<file path="config.mk">
export PLATFORM = sky130hd
export DESIGN_NAME = salsa_keystream_ctrl
export DESIGN_NICKNAME = d
export VERILOG_FILES = /design/src/rtl/salsa_keystream_ctrl.sv
export SDC_FILE = /design/constraint.sdc
export NUM_CORES = 2
export LEC_CHECK = 0
export ABC_CLOCK_PERIOD_IN_PS = 7600
export BUFFER_PORTS_ARGS = -buffer_cell sky130_fd_sc_hd__buf_2
export CORE_AREA = 2 2 508 510
export CTS_CLUSTER_SIZE = 8
export DETAILED_ROUTE_END_ITERATION = 8
export DIE_AREA = 0 0 510 512
export SYNTH_ARGS = -nofsm -noshare
export SYNTH_HDL_FRONTEND = slang
export SYNTH_SLANG_ARGS = --single-unit
</file>
<file path="constraint.sdc">
create_clock -name clk -period 7.6 [get_ports clk]
set_clock_uncertainty 0.1 [all_clocks]
set_input_delay 0.76 -clock clk [delete_from_list [all_inputs] [get_ports clk]]
set_output_delay 0.76 -clock clk [all_outputs]
set_load 0.01 [all_outputs]
</file>
<file path="src/rtl/salsa_keystream_ctrl.sv">
// Salsa20 keystream sequencer around an external salsa_hash core.
// Define SALSA_KS_PREFETCH_EN for a shadow digest buffer (no inter-block bubble).
module salsa_keystream_ctrl #(
  parameter int HASH_LAT = 1
) (
  input  logic         clk,
  input  logic         rst,
  input  logic         cfg_valid,
  output logic         cfg_ready,
  input  logic [255:0] cfg_key,
  input  logic [63:0]  cfg_nonce,
  input  logic [63:0]  cfg_counter,
  input  logic         stop,
  output logic [255:0] hash_key_out,
  output logic [63:0]  hash_nonce_out,
  output logic [63:0]  hash_counter_out,
  input  logic [511:0] hash_digest_in,
  output logic         ks_valid,
  input  logic         ks_ready,
  output logic [31:0]  ks_data,
  output logic         ks_last,
  output logic         busy,
  output logic         ctr_wrap
);

  typedef enum logic [1:0] {
    IDLE,
    HASH,
    STREAM
  } state_t;

  localparam logic [3:0]  LAT_M1  = 4'(HASH_LAT - 1);
  localparam logic [63:0] CTR_MAX = '1;

  state_t       state;
  state_t       state_nx;
  logic [3:0]   lat_cnt;
  logic [3:0]   idx;
  logic [511:0] blk_q;

  logic accept;
  logic xfer;
  logic last_xfer;
  logic hash_done;
  logic ctr_max;

  assign cfg_ready = (state == IDLE);
  assign busy      = (state != IDLE);
  assign ks_valid  = (state == STREAM);
  assign ks_data   = blk_q[511:480];
  assign ks_last   = ks_valid && (idx == 4'd15);

  assign accept    = cfg_valid && cfg_ready;
  assign xfer      = ks_valid && ks_ready;
  assign last_xfer = xfer && ks_last;
  assign hash_done = (state == HASH) && (lat_cnt == LAT_M1);
  assign ctr_max   = (hash_counter_out == CTR_MAX);

`ifdef SALSA_KS_PREFETCH_EN
  logic [511:0] shadow_q;
  logic         sh_valid;
  logic         pf_busy;
  logic         pf_issued;
  logic [3:0]   pf_cnt;
  logic         swap;
  logic         pf_start;

  assign swap     = last_xfer && !stop && pf_issued && sh_valid;
  assign pf_start = (hash_done && !stop) || swap;
`endif

  always_ff @(posedge clk) begin
    if (rst) begin
      state <= IDLE;
    end else begin
      state <= state_nx;
    end
  end

  always_comb begin
    state_nx = state;
    unique case (state)
      IDLE: begin
        if (cfg_valid) state_nx = HASH;
      end
      HASH: begin
        if (stop) state_nx = IDLE;
        else if (hash_done) state_nx = STREAM;
      end
      STREAM: begin
        if (stop) begin
          state_nx = IDLE;
        end else if (last_xfer) begin
`ifdef SALSA_KS_PREFETCH_EN
          if (!pf_issued) state_nx = IDLE;
          else if (!sh_valid) state_nx = HASH;
`else
          if (ctr_max) state_nx = IDLE;
          else state_nx = HASH;
`endif
        end
      end
      default: state_nx = IDLE;
    endcase
  end

  always_ff @(posedge clk) begin
    if (rst) begin
      hash_key_out     <= '0;
      hash_nonce_out   <= '0;
      hash_counter_out <= '0;
      lat_cnt          <= '0;
      idx              <= '0;
      blk_q            <= '0;
      ctr_wrap         <= 1'b0;
`ifdef SALSA_KS_PREFETCH_EN
      shadow_q  <= '0;
      sh_valid  <= 1'b0;
      pf_busy   <= 1'b0;
      pf_issued <= 1'b0;
      pf_cnt    <= '0;
`endif
    end else begin
      if (accept) begin
        hash_key_out     <= cfg_key;
        hash_nonce_out   <= cfg_nonce;
        hash_counter_out <= cfg_counter;
        ctr_wrap         <= 1'b0;
        lat_cnt          <= '0;
`ifdef SALSA_KS_PREFETCH_EN
        pf_issued <= 1'b0;
`endif
      end
      if (state == HASH && !stop) begin
        lat_cnt <= lat_cnt + 4'd1;
        if (hash_done) begin
          blk_q <= hash_digest_in;
          idx   <= '0;
        end
      end
      if (xfer) begin
        blk_q <= {blk_q[479:0], 32'h0};
        idx   <= idx + 4'd1;
        if (ks_last && !stop) begin
`ifdef SALSA_KS_PREFETCH_EN
          if (!pf_issued) begin
            ctr_wrap <= 1'b1;
          end else if (!sh_valid) begin
            lat_cnt <= '0;
            pf_busy <= 1'b0;
          end
`else
          if (ctr_max) begin
            ctr_wrap <= 1'b1;
          end else begin
            hash_counter_out <= hash_counter_out + 64'd1;
            lat_cnt          <= '0;
          end
`endif
        end
      end
`ifdef SALSA_KS_PREFETCH_EN
      if (pf_busy) begin
        if (pf_cnt == 4'd0) begin
          shadow_q <= hash_digest_in;
          sh_valid <= 1'b1;
          pf_busy  <= 1'b0;
        end else begin
          pf_cnt <= pf_cnt - 4'd1;
        end
      end
      // Each block entering STREAM launches the hash of its successor.
      if (pf_start) begin
        if (!ctr_max) begin
          hash_counter_out <= hash_counter_out + 64'd1;
          pf_busy          <= 1'b1;
          pf_cnt           <= LAT_M1;
          pf_issued        <= 1'b1;
        end else begin
          pf_issued <= 1'b0;
        end
      end
      if (swap) begin
        blk_q    <= shadow_q;
        sh_valid <= 1'b0;
      end
      if (stop && state != IDLE) begin
        sh_valid  <= 1'b0;
        pf_busy   <= 1'b0;
        pf_issued <= 1'b0;
      end
`endif
    end
  end

endmodule

</file>
---- After elaboration in Yosys (flattened, before gate mapping) ----
Cells that the tools add are included.
storage, ports and cells
  register bits after elaboration ......... 907
  logic and storage cells ................. 62
operators by class
  $add $sub $neg .......................... 3
  eq/ne operators ......................... 7
  multiplexer cells ....................... 26
  reduce and logical (&&, ||, !) cells .... 17
operator list
  kind                                                                      count
  512-bit two-way mux                                                       3
  64-bit two-way mux                                                        4
  64-bit by 1-bit adder with 64-bit output (second input constant)          1
  64-bit equality test (second input constant)                              1
  4-bit two-way mux                                                         8
  2-bit two-way mux                                                         5
  4-bit by 1-bit adder with 4-bit output (second input constant)            2
  1-bit logical AND                                                         7
  2-bit one-hot mux with 3 select lines                                     1
  2-bit nonzero test                                                        3
  1-bit two-way mux                                                         5
  4-bit equality test (second input constant)                               1
  4-bit zero test                                                           1
  2-bit AND reduction                                                       2
  3-bit by 2-bit inequality test with 1-bit output (second input constant)  1
  3-bit inequality test (second input constant)                             1
  3-bit AND reduction                                                       1
  2-bit by 1-bit equality test with 1-bit output (second input constant)    1
  2-bit equality test (second input constant)                               1
  2-bit zero test                                                           1
  2-bit inequality test (second input constant)                             1
  2-bit OR reduction                                                        1
  1-bit zero test                                                           1

---- Logic depth before layout (Yosys ltp) ----
  depth in word-level cells ............... 7
  gate-level depth with buffers ........... 9

---- Worst setup path before layout ----
OpenSTA, ideal clock, no wires.
  path kind ............................... input to register
  start ................................... input port stop
  end ..................................... register blk_q[463]
  arrival ................................. 2.580 ns
  required time ........................... 7.409 ns
  slack ................................... 4.829 ns
  stages .................................. 7
  cells stage by stage .................... nor3b_1 -> and2_0 -> clkbuf_1 -> clkbuf_1 -> clkbuf_1 -> nand2_1 -> a311oi_1
between the ends
  word-level cells in the longest chain between the ends .. 4
RTL lines
  item                           line  RTL
  from (decl)                    13    input logic stop,
  1-bit zero test                134   if (state == HASH && !stop) begin
  1-bit logical AND              134
  2-bit nonzero test (no line)   --
  2-bit AND reduction (no line)  --
  to (signal assigned)           137   blk_q <= hash_digest_in;
  to (signal assigned)           142   blk_q <= {blk_q[479:0], 32'h0};
  to (decl)                      39    logic [511:0] blk_q;
No other way between the ends.
A chain may end at the register's enable or synchronous reset.

---- Worst setup path after layout ----
  start ................................... register state[0]
  end ..................................... register blk_q[237]
between the ends
  word-level cells in the longest chain between the ends .. 4
  elaborated cells on any way between the ends .. 9
  those cells by class .................... 2 x eq/ne; 1 x mux; 6 x reduce/logical
RTL lines
  item                                                                                   line         RTL
  from (decl)                                                                            35           state_t state;
  from (signal assigned)                                                                 76           state <= state_nx;
  2-bit equality test or 2-bit by 1-bit equality test with 1-bit output (tied branches)  49, 56, 134
  1-bit logical AND, on equally long branches                                            54, 134, 56
  2-bit nonzero test (no line)                                                           --
  2-bit AND reduction (no line)                                                          --
Several ways; a longest one is shown, not always the timed one.

==> impl_metrics.env <==
export IMPL_cts_buffers=137
export IMPL_dieArea_sq_um=261000
export IMPL_path_max_fanout=89
export IMPL_wire_per_inst_um=25.7
export IMPL_min_path_type="primary input to register"
export IMPL_cts_setup_buffers=0
export IMPL_power_switching_mw=3.63
export IMPL_synth_top_area_frac=0.488
export IMPL_async_flop_share=0
export IMPL_timing_final_crit_share=0.469
export IMPL_grtUsageTotal=0.176
export IMPL_setup_worst_path_class="register to register"
export IMPL_placed_cell_area_sq_um=46800
export IMPL_drv_cap=0
export IMPL_grt_pass1_vias=37500
export IMPL_syn_nets=5787
export IMPL_drv_slew=0
export IMPL_max_slew_margin=0.176
export IMPL_via_per_inst=4.31
export IMPL_rsz0062_at_grt="false"
export IMPL_p_per_area_nw_per_um2=248
export IMPL_pwr_share_clk=0.470
export IMPL_crit_arrival_ns=4.10
export IMPL_p_leak_nw=20.8
export IMPL_pre_cts_ws_ns=3.60
export IMPL_cts_tree="yes"
export IMPL_area_growth_pct=37.0
export IMPL_clock_latency_ns=0.78
export IMPL_clkTransAtPathRegs_ns=0.06
export IMPL_place_gp_congestion=0.984
export IMPL_synthFlopType="dfxtp_1"
export IMPL_setup_violations=0
export IMPL_sequentialPowerShare=0.416
export IMPL_coreArea_sq_um=256000
export IMPL_tightest_slew_ns=1.23
export IMPL_vias=40600
export IMPL_yosysTopAreaCell="dfxtp_1"
export IMPL_grt_overflow_total=0
export IMPL_drive_above_1_share=0.261
export IMPL_final_area_sq_um=51000
export IMPL_peakVddDrop_mv=0.205
export IMPL_drt_total_wl_mm=243
export IMPL_startpoint_type="register"
export IMPL_p_comb_frac=0.115
export IMPL_clock_sinks=907
export IMPL_htree_levels=4
export IMPL_ys_types=62
export IMPL_die_h_um=512
export IMPL_ys_warn_count=0
export IMPL_status="finished clean"
export IMPL_drtIter0Drc=3856
export IMPL_route_antenna_remaining_nets=0
export IMPL_finalHoldViolCount=0
export IMPL_swShare=0.288
export IMPL_layout_nets=6841
export IMPL_dp_hpwl_mm=192
export IMPL_synth_area_sq_um=37200
export IMPL_die_w_um=510
export IMPL_drc=0
export IMPL_avgSynthCellArea_sq_um=7.62
export IMPL_rows=186
export IMPL_final_cells=9424
export IMPL_synth_edff_count=0
export IMPL_cp_end_kind="register"
export IMPL_cts_buffer_depth=3
export IMPL_finalSetupTns_ns=0
export IMPL_ios=1322
export IMPL_period_needed_ns=3.56
export IMPL_intPower_mw=9.00
export IMPL_first_pass_iters=5
export IMPL_grt_pass1_wl_mm=319
export IMPL_required_ns=8.13
export IMPL_synth_seq_area_share=0.488
export IMPL_grt_antenna_before_repair=178
export IMPL_grt_max_degree=200
export IMPL_root_buffer="clkbuf_16"
export IMPL_portBuffers=1321
export IMPL_syn_inst=4882
export IMPL_dpl_cell_count=9177
export IMPL_setup_ws_ns=4.04
export IMPL_yosys_register_bits=907
export IMPL_synth_area_top_cells="dfxtp_1 49%, nand2_1 18%, a311oi_1 11%, a21oi_1 5.4%, nor2_1 5.2%"
export IMPL_start_util=0.145
export IMPL_clock_fmax_mhz=281
-- cell usage in the layout (no fill, tap or decap), drive strengths merged, types with 5 or more instances in the layout --
cell,count
and2,5
xnor2,7
dfxtp,907
inv,24
nand4,32
nor3,26
a311oi,485
nor4,18
o31ai,7
and4,8
a32oi,9
buf,1372
nand3,38
diode,70
o21ai,14
a21oi,401
a31oi,19
or4,12
o41ai,6
and3,21
nor2,519
a21o,13
or2,6
nand2,1753
clkbuf,151
a211o,5
a211oi,6
or3,16
a221o,7
clkinv,11
o22ai,16
-- cells in the mapped netlist, types with 13 or more instances --
master / number
a21o_1: 13
a21oi_1: 401
a311oi_1: 485
a31oi_1: 19
and3_1: 21
buf_4: 33
clkbuf_1: 418
dfxtp_1: 907
inv_1: 18
nand2_1: 1753
nand3_1: 38
nand4_1: 31
nor2_1: 519
nor3_1: 26
nor4_1: 17
o22ai_1: 16
or3_1: 16
-- critical path: stages (launching register included) --
cell and delay (ns):
dfxtp_1 0.35, nand3b_1 0.12, buf_4 0.62, buf_4 0.84, buf_4 0.78, nor2_1 0.08, a311oi_1 0.29
-- final timing paths --
check             depth (start not counted)                        endpoint                           start  slack [ns]
setup / recovery                          6         blk_q[237]$_SDFFE_PP0P_           state[0]$_SDFFE_PP0P_        4.04
hold / removal                            3  hash_counter_out[5]$_SDFF_PP0_                  cfg_counter[5]        0.12
setup reg to reg                          6         blk_q[237]$_SDFFE_PP0P_           state[0]$_SDFFE_PP0P_        4.04
hold reg to reg                           2  hash_key_out[198]$_SDFFE_PP0P_  hash_key_out[198]$_SDFFE_PP0P_        0.35
-- kinds of logic after synthesis --
group | share of synthesized area
compound gates | 0.195
xor+xnor | 0.00235
fa+ha+maj | 0.00135
buf+inv | 0.0520
flops | 0.488
mux | 0.000303
simple gates | 0.261
-- flip-flops by register name, summed over array words and instances (netlist names) --
signal,count
ctr_wrap,1
hash_key_out,256
lat_cnt,4
hash_counter_out,64
idx,4
state,2
blk_q,512
hash_nonce_out,64
-- through the flow --
step,util,hold WS (ns),total power [mW]
after CTS,0.199,0.00474,12.8
after floorplan,-,0.337,5.90
after detailed placement,0.183,0.343,6.79
final,0.199,0.117,12.6
after global placement,0.183,0.340,6.78
after global routing,0.199,0.0360,13.1
-- timing repair --
| action | 4_1_cts | 5_1_grt |
|---|---|---|
| hold endpoints to repair | 4 | 0 |
| gates resized for setup | 0 | 0 |
| hold buffers | 4 | 0 |
-- per-layer routing --
layer  wire (um)  vias to the layer above  part of all wire  GRT usage
met3       30200                      474              0.12     0.0883
met5         385                        -            0.0016          0
met4       10300                       62             0.043     0.0695
met1      101000                    19100              0.42      0.221
li1            -                    18900                 -          -
met2      100000                     1990              0.41      0.254
-- final cells by class --
class / count / area, sq um
antenna: 70 / 175
clock buffer: 151 / 3570
inverter: 18 / 67.6
tap: 3384 / 4230
fill: 28900 / 205000
sequential: 907 / 18200
timing repair buffer: 1376 / 7180
clock inverter: 22 / 440
multi-input combinational: 3496 / 17200
-- power groups by stage --
stage	clock network (mW)	logic (mW)	registers [mW]
final	5.93	1.45	5.25
after global routing	6.25	1.57	5.28
after CTS	6.09	1.45	5.25
after detailed placement	0	1.45	5.34
after global placement	0	1.45	5.34
after floorplan	0	0.590	5.31
(Power assumes the default switching activity.)
